[src/rtl/rvfpm_pkg.sv]
// rtl/rvfpm_pkg.sv - shared decode constants, op enum, FCLASS bit map and pipeline entry type
package rvfpm_pkg;

    localparam logic [6:0] OPC_OP_FP  = 7'b1010011;

    localparam logic [6:0] F7_FSGNJ   = 7'b0010000;
    localparam logic [6:0] F7_FMINMAX = 7'b0010100;
    localparam logic [6:0] F7_FMV_X_W = 7'b1110000;  // shared with FCLASS
    localparam logic [6:0] F7_FMV_W_X = 7'b1111000;

    localparam logic [2:0] F3_0 = 3'b000;
    localparam logic [2:0] F3_1 = 3'b001;
    localparam logic [2:0] F3_2 = 3'b010;

    localparam logic [31:0] CANON_NAN = 32'h7FC0_0000;

    // FCLASS one-hot bit positions; the non-NaN positions are in ascending
    // numeric order, which the min/max comparator relies on.
    localparam int CLS_NEG_INF  = 0;
    localparam int CLS_NEG_NORM = 1;
    localparam int CLS_NEG_SUB  = 2;
    localparam int CLS_NEG_ZERO = 3;
    localparam int CLS_POS_ZERO = 4;
    localparam int CLS_POS_SUB  = 5;
    localparam int CLS_POS_NORM = 6;
    localparam int CLS_POS_INF  = 7;
    localparam int CLS_SNAN     = 8;
    localparam int CLS_QNAN     = 9;

    typedef enum logic [2:0] {
        OP_FSGNJ,
        OP_FSGNJN,
        OP_FSGNJX,
        OP_FMIN,
        OP_FMAX,
        OP_FMV_X_W,
        OP_FCLASS,
        OP_FMV_W_X
    } fp_op_e;

    typedef struct packed {
        logic        valid;
        fp_op_e      op;
        logic [4:0]  rd;
        logic [31:0] a;   // rs1 value, or the integer operand for FMV.W.X
        logic [31:0] b;   // rs2 value
    } pipe_entry_t;

    typedef struct packed {
        logic   valid;
        fp_op_e op;
    } dec_t;

    function automatic dec_t decode(input logic [31:0] ins);
        dec_t d;
        d.valid = 1'b0;
        d.op    = OP_FSGNJ;
        if (ins[6:0] == OPC_OP_FP) begin
            case ({ins[31:25], ins[14:12]})
                {F7_FSGNJ,   F3_0}: begin d.valid = 1'b1; d.op = OP_FSGNJ;   end
                {F7_FSGNJ,   F3_1}: begin d.valid = 1'b1; d.op = OP_FSGNJN;  end
                {F7_FSGNJ,   F3_2}: begin d.valid = 1'b1; d.op = OP_FSGNJX;  end
                {F7_FMINMAX, F3_0}: begin d.valid = 1'b1; d.op = OP_FMIN;    end
                {F7_FMINMAX, F3_1}: begin d.valid = 1'b1; d.op = OP_FMAX;    end
                {F7_FMV_X_W, F3_0}: begin d.valid = 1'b1; d.op = OP_FMV_X_W; end
                {F7_FMV_X_W, F3_1}: begin d.valid = 1'b1; d.op = OP_FCLASS;  end
                {F7_FMV_W_X, F3_0}: begin d.valid = 1'b1; d.op = OP_FMV_W_X; end
                default: ;
            endcase
        end
        return d;
    endfunction

endpackage

[src/rtl/rvfpm_fclass.sv]
// rtl/rvfpm_fclass.sv - combinational single-precision classifier
//   value : IEEE 754 binary32 operand
//   cls   : one-hot class (-inf,-norm,-sub,-0,+0,+sub,+norm,+inf,sNaN,qNaN at bits 0..9)
module rvfpm_fclass
    import rvfpm_pkg::*;
(
    input  logic [31:0] value,
    output logic [9:0]  cls
);

    logic        sign;
    logic [7:0]  expo;
    logic [22:0] man;

    assign sign = value[31];
    assign expo = value[30:23];
    assign man  = value[22:0];

    always_comb begin
        cls = '0;
        if (expo == 8'hFF) begin
            if (man == '0)
                cls[sign ? CLS_NEG_INF : CLS_POS_INF] = 1'b1;
            else if (man[22])
                cls[CLS_QNAN] = 1'b1;
            else
                cls[CLS_SNAN] = 1'b1;
        end else if (expo == 8'h00) begin
            if (man == '0)
                cls[sign ? CLS_NEG_ZERO : CLS_POS_ZERO] = 1'b1;
            else
                cls[sign ? CLS_NEG_SUB : CLS_POS_SUB] = 1'b1;
        end else begin
            cls[sign ? CLS_NEG_NORM : CLS_POS_NORM] = 1'b1;
        end
    end

endmodule

[src/rtl/rvfpm_bitops_pipe.sv]
// rtl/rvfpm_bitops_pipe.sv - pipelined RV32F sign-inject/min/max/move/classify unit with register file
//   ck, rst         : clock, synchronous active-high reset
//   enable          : advance the pipeline and accept instruction; 0 freezes everything
//   instruction     : RV32F word, data_fromXReg: integer operand for FMV.W.X
//   data_toXReg     : integer result of FMV.X.W / FCLASS, toXReg_valid marks its update
//   illegal_instr   : last accepted word was not a supported op
//   fflags          : sticky NV,DZ,OF,UF,NX
//   registerFile    : architectural FP registers
module rvfpm_bitops_pipe
    import rvfpm_pkg::*;
#(
    parameter int NUM_REGS        = 32,
    parameter int PIPELINE_STAGES = 4
) (
    input  logic                       ck,
    input  logic                       rst,
    input  logic                       enable,
    input  logic [31:0]                instruction,
    input  logic [31:0]                data_fromXReg,
    output logic [31:0]                data_toXReg,
    output logic                       toXReg_valid,
    output logic                       illegal_instr,
    output logic [4:0]                 fflags,
    output logic [NUM_REGS-1:0][31:0]  registerFile
);

    localparam int LAST = PIPELINE_STAGES;

    // stages[0] is loaded at the accepting edge, stages[LAST] retires on the next.
    pipe_entry_t stages [PIPELINE_STAGES+1];
    pipe_entry_t ret;
    pipe_entry_t new_entry;
    dec_t        dec;

    logic [4:0]  rs1_idx, rs2_idx;
    logic [31:0] op_a, op_b;

    logic [9:0]  cls_a, cls_b;
    logic        a_nan, b_nan, a_snan, b_snan;
    logic        mag_lt, a_lt_b;
    logic [31:0] minmax;

    logic        fp_we, fp_commit, x_we, nv;
    logic [4:0]  wb_rd;
    logic [31:0] fp_data, x_data;

    assign ret     = stages[LAST];
    assign wb_rd   = ret.rd;
    assign dec     = decode(instruction);
    assign rs1_idx = instruction[19:15];
    assign rs2_idx = instruction[24:20];

    rvfpm_fclass u_fclass_a (.value(ret.a), .cls(cls_a));
    rvfpm_fclass u_fclass_b (.value(ret.b), .cls(cls_b));

    assign a_nan  = cls_a[CLS_SNAN] | cls_a[CLS_QNAN];
    assign b_nan  = cls_b[CLS_SNAN] | cls_b[CLS_QNAN];
    assign a_snan = cls_a[CLS_SNAN];
    assign b_snan = cls_b[CLS_SNAN];

    // Non-NaN classes are one-hot in ascending order, so comparing the class
    // vectors orders different classes (including -0 < +0); within a class
    // the sign is shared and magnitude decides.
    always_comb begin
        mag_lt = ret.a[31] ? (ret.a[30:0] > ret.b[30:0]) : (ret.a[30:0] < ret.b[30:0]);
        a_lt_b = (cls_a < cls_b) || ((cls_a == cls_b) && mag_lt);
        if (a_nan && b_nan)
            minmax = CANON_NAN;
        else if (a_nan)
            minmax = ret.b;
        else if (b_nan)
            minmax = ret.a;
        else if (ret.op == OP_FMAX)
            minmax = a_lt_b ? ret.b : ret.a;
        else
            minmax = a_lt_b ? ret.a : ret.b;
    end

    always_comb begin
        fp_we   = 1'b0;
        x_we    = 1'b0;
        nv      = 1'b0;
        fp_data = '0;
        x_data  = '0;
        if (ret.valid) begin
            case (ret.op)
                OP_FSGNJ:   begin fp_we = 1'b1; fp_data = {ret.b[31], ret.a[30:0]}; end
                OP_FSGNJN:  begin fp_we = 1'b1; fp_data = {~ret.b[31], ret.a[30:0]}; end
                OP_FSGNJX:  begin fp_we = 1'b1; fp_data = {ret.a[31] ^ ret.b[31], ret.a[30:0]}; end
                OP_FMIN,
                OP_FMAX:    begin fp_we = 1'b1; fp_data = minmax; nv = a_snan | b_snan; end
                OP_FMV_X_W: begin x_we = 1'b1; x_data = ret.a; end
                OP_FCLASS:  begin x_we = 1'b1; x_data = {22'b0, cls_a}; end
                OP_FMV_W_X: begin fp_we = 1'b1; fp_data = ret.a; end
                default: ;
            endcase
        end
    end

    // A write to an index beyond the register file is dropped, and must not
    // leak into the operand bypass either.
    always_comb begin
        fp_commit = 1'b0;
        for (int i = 0; i < NUM_REGS; i++)
            if (fp_we && wb_rd == 5'(i)) fp_commit = 1'b1;
    end

    // Operand read sees the write retiring on this same edge; in-flight
    // stages are deliberately not forwarded.
    always_comb begin
        op_a = '0;
        op_b = '0;
        for (int i = 0; i < NUM_REGS; i++) begin
            if (rs1_idx == 5'(i)) op_a = registerFile[i];
            if (rs2_idx == 5'(i)) op_b = registerFile[i];
        end
        if (fp_commit && rs1_idx == wb_rd) op_a = fp_data;
        if (fp_commit && rs2_idx == wb_rd) op_b = fp_data;
    end

    always_comb begin
        new_entry.valid = dec.valid;
        new_entry.op    = dec.op;
        new_entry.rd    = instruction[11:7];
        new_entry.a     = (dec.op == OP_FMV_W_X) ? data_fromXReg : op_a;
        new_entry.b     = op_b;
    end

    always_ff @(posedge ck) begin
        if (rst) begin
            for (int i = 0; i <= LAST; i++) stages[i] <= '0;
            registerFile  <= '0;
            data_toXReg   <= '0;
            toXReg_valid  <= 1'b0;
            illegal_instr <= 1'b0;
            fflags        <= '0;
        end else if (enable) begin
            stages[0] <= new_entry;
            for (int i = 1; i <= LAST; i++) stages[i] <= stages[i-1];
            for (int i = 0; i < NUM_REGS; i++)
                if (fp_we && wb_rd == 5'(i)) registerFile[i] <= fp_data;
            toXReg_valid <= x_we;
            if (x_we) data_toXReg <= x_data;
            fflags        <= fflags | {nv, 4'b0000};
            illegal_instr <= ~dec.valid;
        end else begin
            toXReg_valid <= 1'b0;
        end
    end

endmodule

[config.mk]
export PLATFORM = sky130hd
export DESIGN_NAME = rvfpm_bitops_pipe
export DESIGN_NICKNAME = d
export VERILOG_FILES = /design/src/rtl/rvfpm_pkg.sv /design/src/rtl/rvfpm_fclass.sv /design/src/rtl/rvfpm_bitops_pipe.sv
export SDC_FILE = /design/constraint.sdc
export NUM_CORES = 2
export LEC_CHECK = 0
export ABC_AREA = 1
export CAP_MARGIN = 20
export CORE_AREA = 2 2 437 439
export DETAILED_ROUTE_END_ITERATION = 8
export DIE_AREA = 0 0 439 441
export PLACE_DENSITY = 0.68
export SLEW_MARGIN = 10
export SYNTH_ARGS = -nofsm -noshare
export SYNTH_HDL_FRONTEND = slang
export SYNTH_SLANG_ARGS = --single-unit
[constraint.sdc]
create_clock -name ck -period 25.6 [get_ports ck]
set_input_delay 5.12 -clock ck [delete_from_list [all_inputs] [get_ports ck]]
set_output_delay 5.12 -clock ck [all_outputs]
set_load 0.02 [all_outputs]
==> metrics.md <==
| Metric | Value |
|---|---|
| Post-synthesis xor/xnor area fraction | 0.000663 |
| Largest net degree at the start of global routing | 283 |
| Avg WL per Cell | 32.5 um |
| GRT Residual Overflow | 0 |
| Register area share after synthesis | 0.473 |
| MaxCap Viol Count | 0 |
| RSZ-0062 raised after global routing | false |
| Clk sinks | 1,424 |
| Final Cell Area | 86,300 um^2 |
| Placed Area | 80,900 um^2 |
| Top_reg_cell synth | dfxtp_1 |
| Sequential share of power | 0.462 |
| Final Slew Violations | 0 |
| Layout Nets | 10,200 |
| Setup Viol. Count Final | 0 |
| Worst-path fanout max | 20 |
| Adder-Cell Fraction of Synth Area | 0.00774 |
| Synth unique cells | 50 |
| Seq cells post-synth | 1,424 |
| Post-DP HPWL | 303 mm |
| Placement Rows | 160 |
| Share of cells above drive strength 1 | 0.0614 |
| Synth warn | 0 |
| Clock buffer depth | 3 |
| Io pins | 1,130 |
| Mapped Cells | 9,356 |
| Synth Area in Compound Gates | 0.187 |
| Number of synthesized flops with an enable pin | 365 |
| Vias in the first global route | 65,800 |
| Vias per inst | 5.86 |
| Outcome | finished, final reports clean |
| Max H-tree Level | 4 |
| Final Routed Wirelength | 415 mm |
| CTS Root Cell | clkbuf_16 |
| Clock skew | 0.0357 ns |
| Period minus WS final | 10.15 ns |
| Multiplexer share of the synthesized area | 0 |
| Worst Path Arrival | 10.74 ns |
| CTS Hold Bufs | 0 |
| Global placer's final weighted congestion | 1.05 |
| P_leak | 31.8 nW |
| Final Cycle Share | 0.396 |
| Fin. Hold Viols | 0 |
| Worst-path clk slew | 0.06 ns |
| Die Ht | 441 um |
| Clk pwr share | 0.464 |
| Power Internal | 3.79 mW |
| Num CTS Buffers | 159 |
| Simple-gate share of the synthesized area | 0.238 |
| Comb power frac | 0.074 |
| Synth Area per Inst | 7.26 um^2 |
| Power per cell area | 59.8 nW/um^2 |
| Worst setup EP type | register |
| Most common cell after layout, fill and taps aside | nand2_1 |
| Initial drt markers | 11,400 |
| First-pass iteration count of the detailed router | 7 |
| Sw power | 1.38 mW |
| Drt drc | 0 |
| Worst Setup Path Type | in2reg |
| Type of origin of the critical path | primary input |
| Clk_lat worst skew | 0.85 ns |
| Setup WS pre-CTS | 15.02 ns |
| Fraction of registers with async set/reset | 0 |
| Total negative slack | 0 ns |
| Die X | 439 um |
| Power consumption | 5.16 mW |
| P&R area growth vs syn | 27.1% |
| Finished Layout Cells | 12,700 |
| Initial antenna violation count | 24 |
| Main combinational cell family by area after synthesis | simple AND/OR/NAND/NOR gates |
| Resized Gates After CTS | 0 |
| CTS tree | done |
| GRT Total Usage | 0.411 |
| Critical Path RT | 26.19 ns |
| Sw frac | 0.266 |
| Commonest non-fill, non-tap cells in the layout | nand2_1, a21oi_1, o21ai_0 |
| Die area | 194,000 um^2 |
| Worst setup margin | 15.45 ns |
| Via count | 74,700 |
| Least-Margin Pin Slew | 1.18 ns |
| Max_slew headroom | 0.216 |
| Initial core utilization | 0.359 |
| Mapped Area | 67,900 um^2 |
| ANT nets after route | 0 |
| Reg2Reg Setup Slack | 19.91 ns |
| Worst VDD drop | 0.0000526 V |
| Post-placement cell count | 12,400 |
| Min-delay worst type | reg2reg |
| Post-CTS setup buffer count | 0 |
| Core Area | 189,000 um^2 |
| Fmax | 98.5 MHz |
| I/O Buffers | 1,125 |
| Global-route wire length before repair | 557 mm |
## path summary, 6_finish.rpt
path / from / end / cells past startpoint
worst max-delay path: instruction[24] / stages[0][20]$_SDFFCE_PN0P_ / 23
worst min-delay path: data_toXReg[17]$_SDFFE_PP0P_ / data_toXReg[17]$_SDFFE_PP0P_ / 2
worst max register to register: stages[0][333]$_SDFFCE_PN0P_ / registerFile[765]$_SDFFE_PP0P_ / 23
worst min register to register: data_toXReg[17]$_SDFFE_PP0P_ / data_toXReg[17]$_SDFFE_PP0P_ / 2
## layer usage
metal,track usage,share of wire
met4,0.359,0.10
met3,0.0954,0.11
met2,0.561,0.40
met1,0.540,0.39
met5,0,0.00021
## cell usage after synthesis, drive strengths merged, types with 42 or more instances
library cell,count,share of area
nand4,434,0.040
edfxtp,365,0.16
inv,855,0.047
or2,86,0.0079
nand2,1921,0.11
o21ai,1201,0.089
nor2,1034,0.058
nand3,216,0.016
dfxtp,1059,0.31
a21oi,1298,0.096
buf,170,0.015
ha,42,0.0077
clkbuf,531,0.029
nor3,79,0.0069
## cells by family (layout without fill, tap and decap cells)
logic type,count (synthesis),in the layout
compound gates,2525,2525
fa+ha+maj,42,42
xor+xnor,3,3
simple gates,3798,3798
other cells,1,24
buf+inv,1563,2422
flops,1424,1424
## area by class of cell
class                      instances  area (um^2)
fill                           18800       103000
sequential                      1424        32200
multi-input combinational       6372        29900
timing repair buffer            1272        12400
clock buffer                     217         4440
inverter                         862         3250
tap                             2511         3140
clock inverter                    71          900
antenna                           20         50.0
## worst max-delay path, stage by stage
cell	delay [ns]
clkdlybuf4s50_1	0.46
buf_4	0.34
inv_2	0.29
nand3_2	0.50
inv_2	0.39
nand2_1	0.15
nand2_1	0.06
a21oi_1	0.11
nand4_1	0.10
o21ai_0	0.24
nand4_1	0.23
nor2_1	0.24
nand4_1	0.15
nor2_1	0.22
nand4_1	0.31
nor2_1	0.19
nand4_1	0.24
nor2_1	0.32
nand4_1	0.13
nor2_1	0.24
nand4_1	0.31
nand2_1	0.22
a21oi_1	0.09
## power groups by stage
stage               clock network (mW)  logic [mW]  registers, mW
global placement                     0       0.366           2.43
detailed placement                   0       0.369           2.43
CTS                               2.40       0.370           2.39
finish                            2.40       0.383           2.39
global route                      2.49       0.400           2.39
floorplan                            0       0.201           2.43
## sequential cells by signal, summed over array words and instances (netlist names)
signal and cells:
toXReg_valid 1, data_toXReg 32, illegal_instr 1, stages 365, registerFile 1024, fflags 1
## stage by stage
step                hold slack (ns)   util
CTS                           0.474  0.456
global placement              0.460  0.427
global route                  0.488  0.456
detailed placement            0.464  0.427
floorplan                     0.493      -
finish                        0.469  0.456
(Power assumes the default switching activity.)
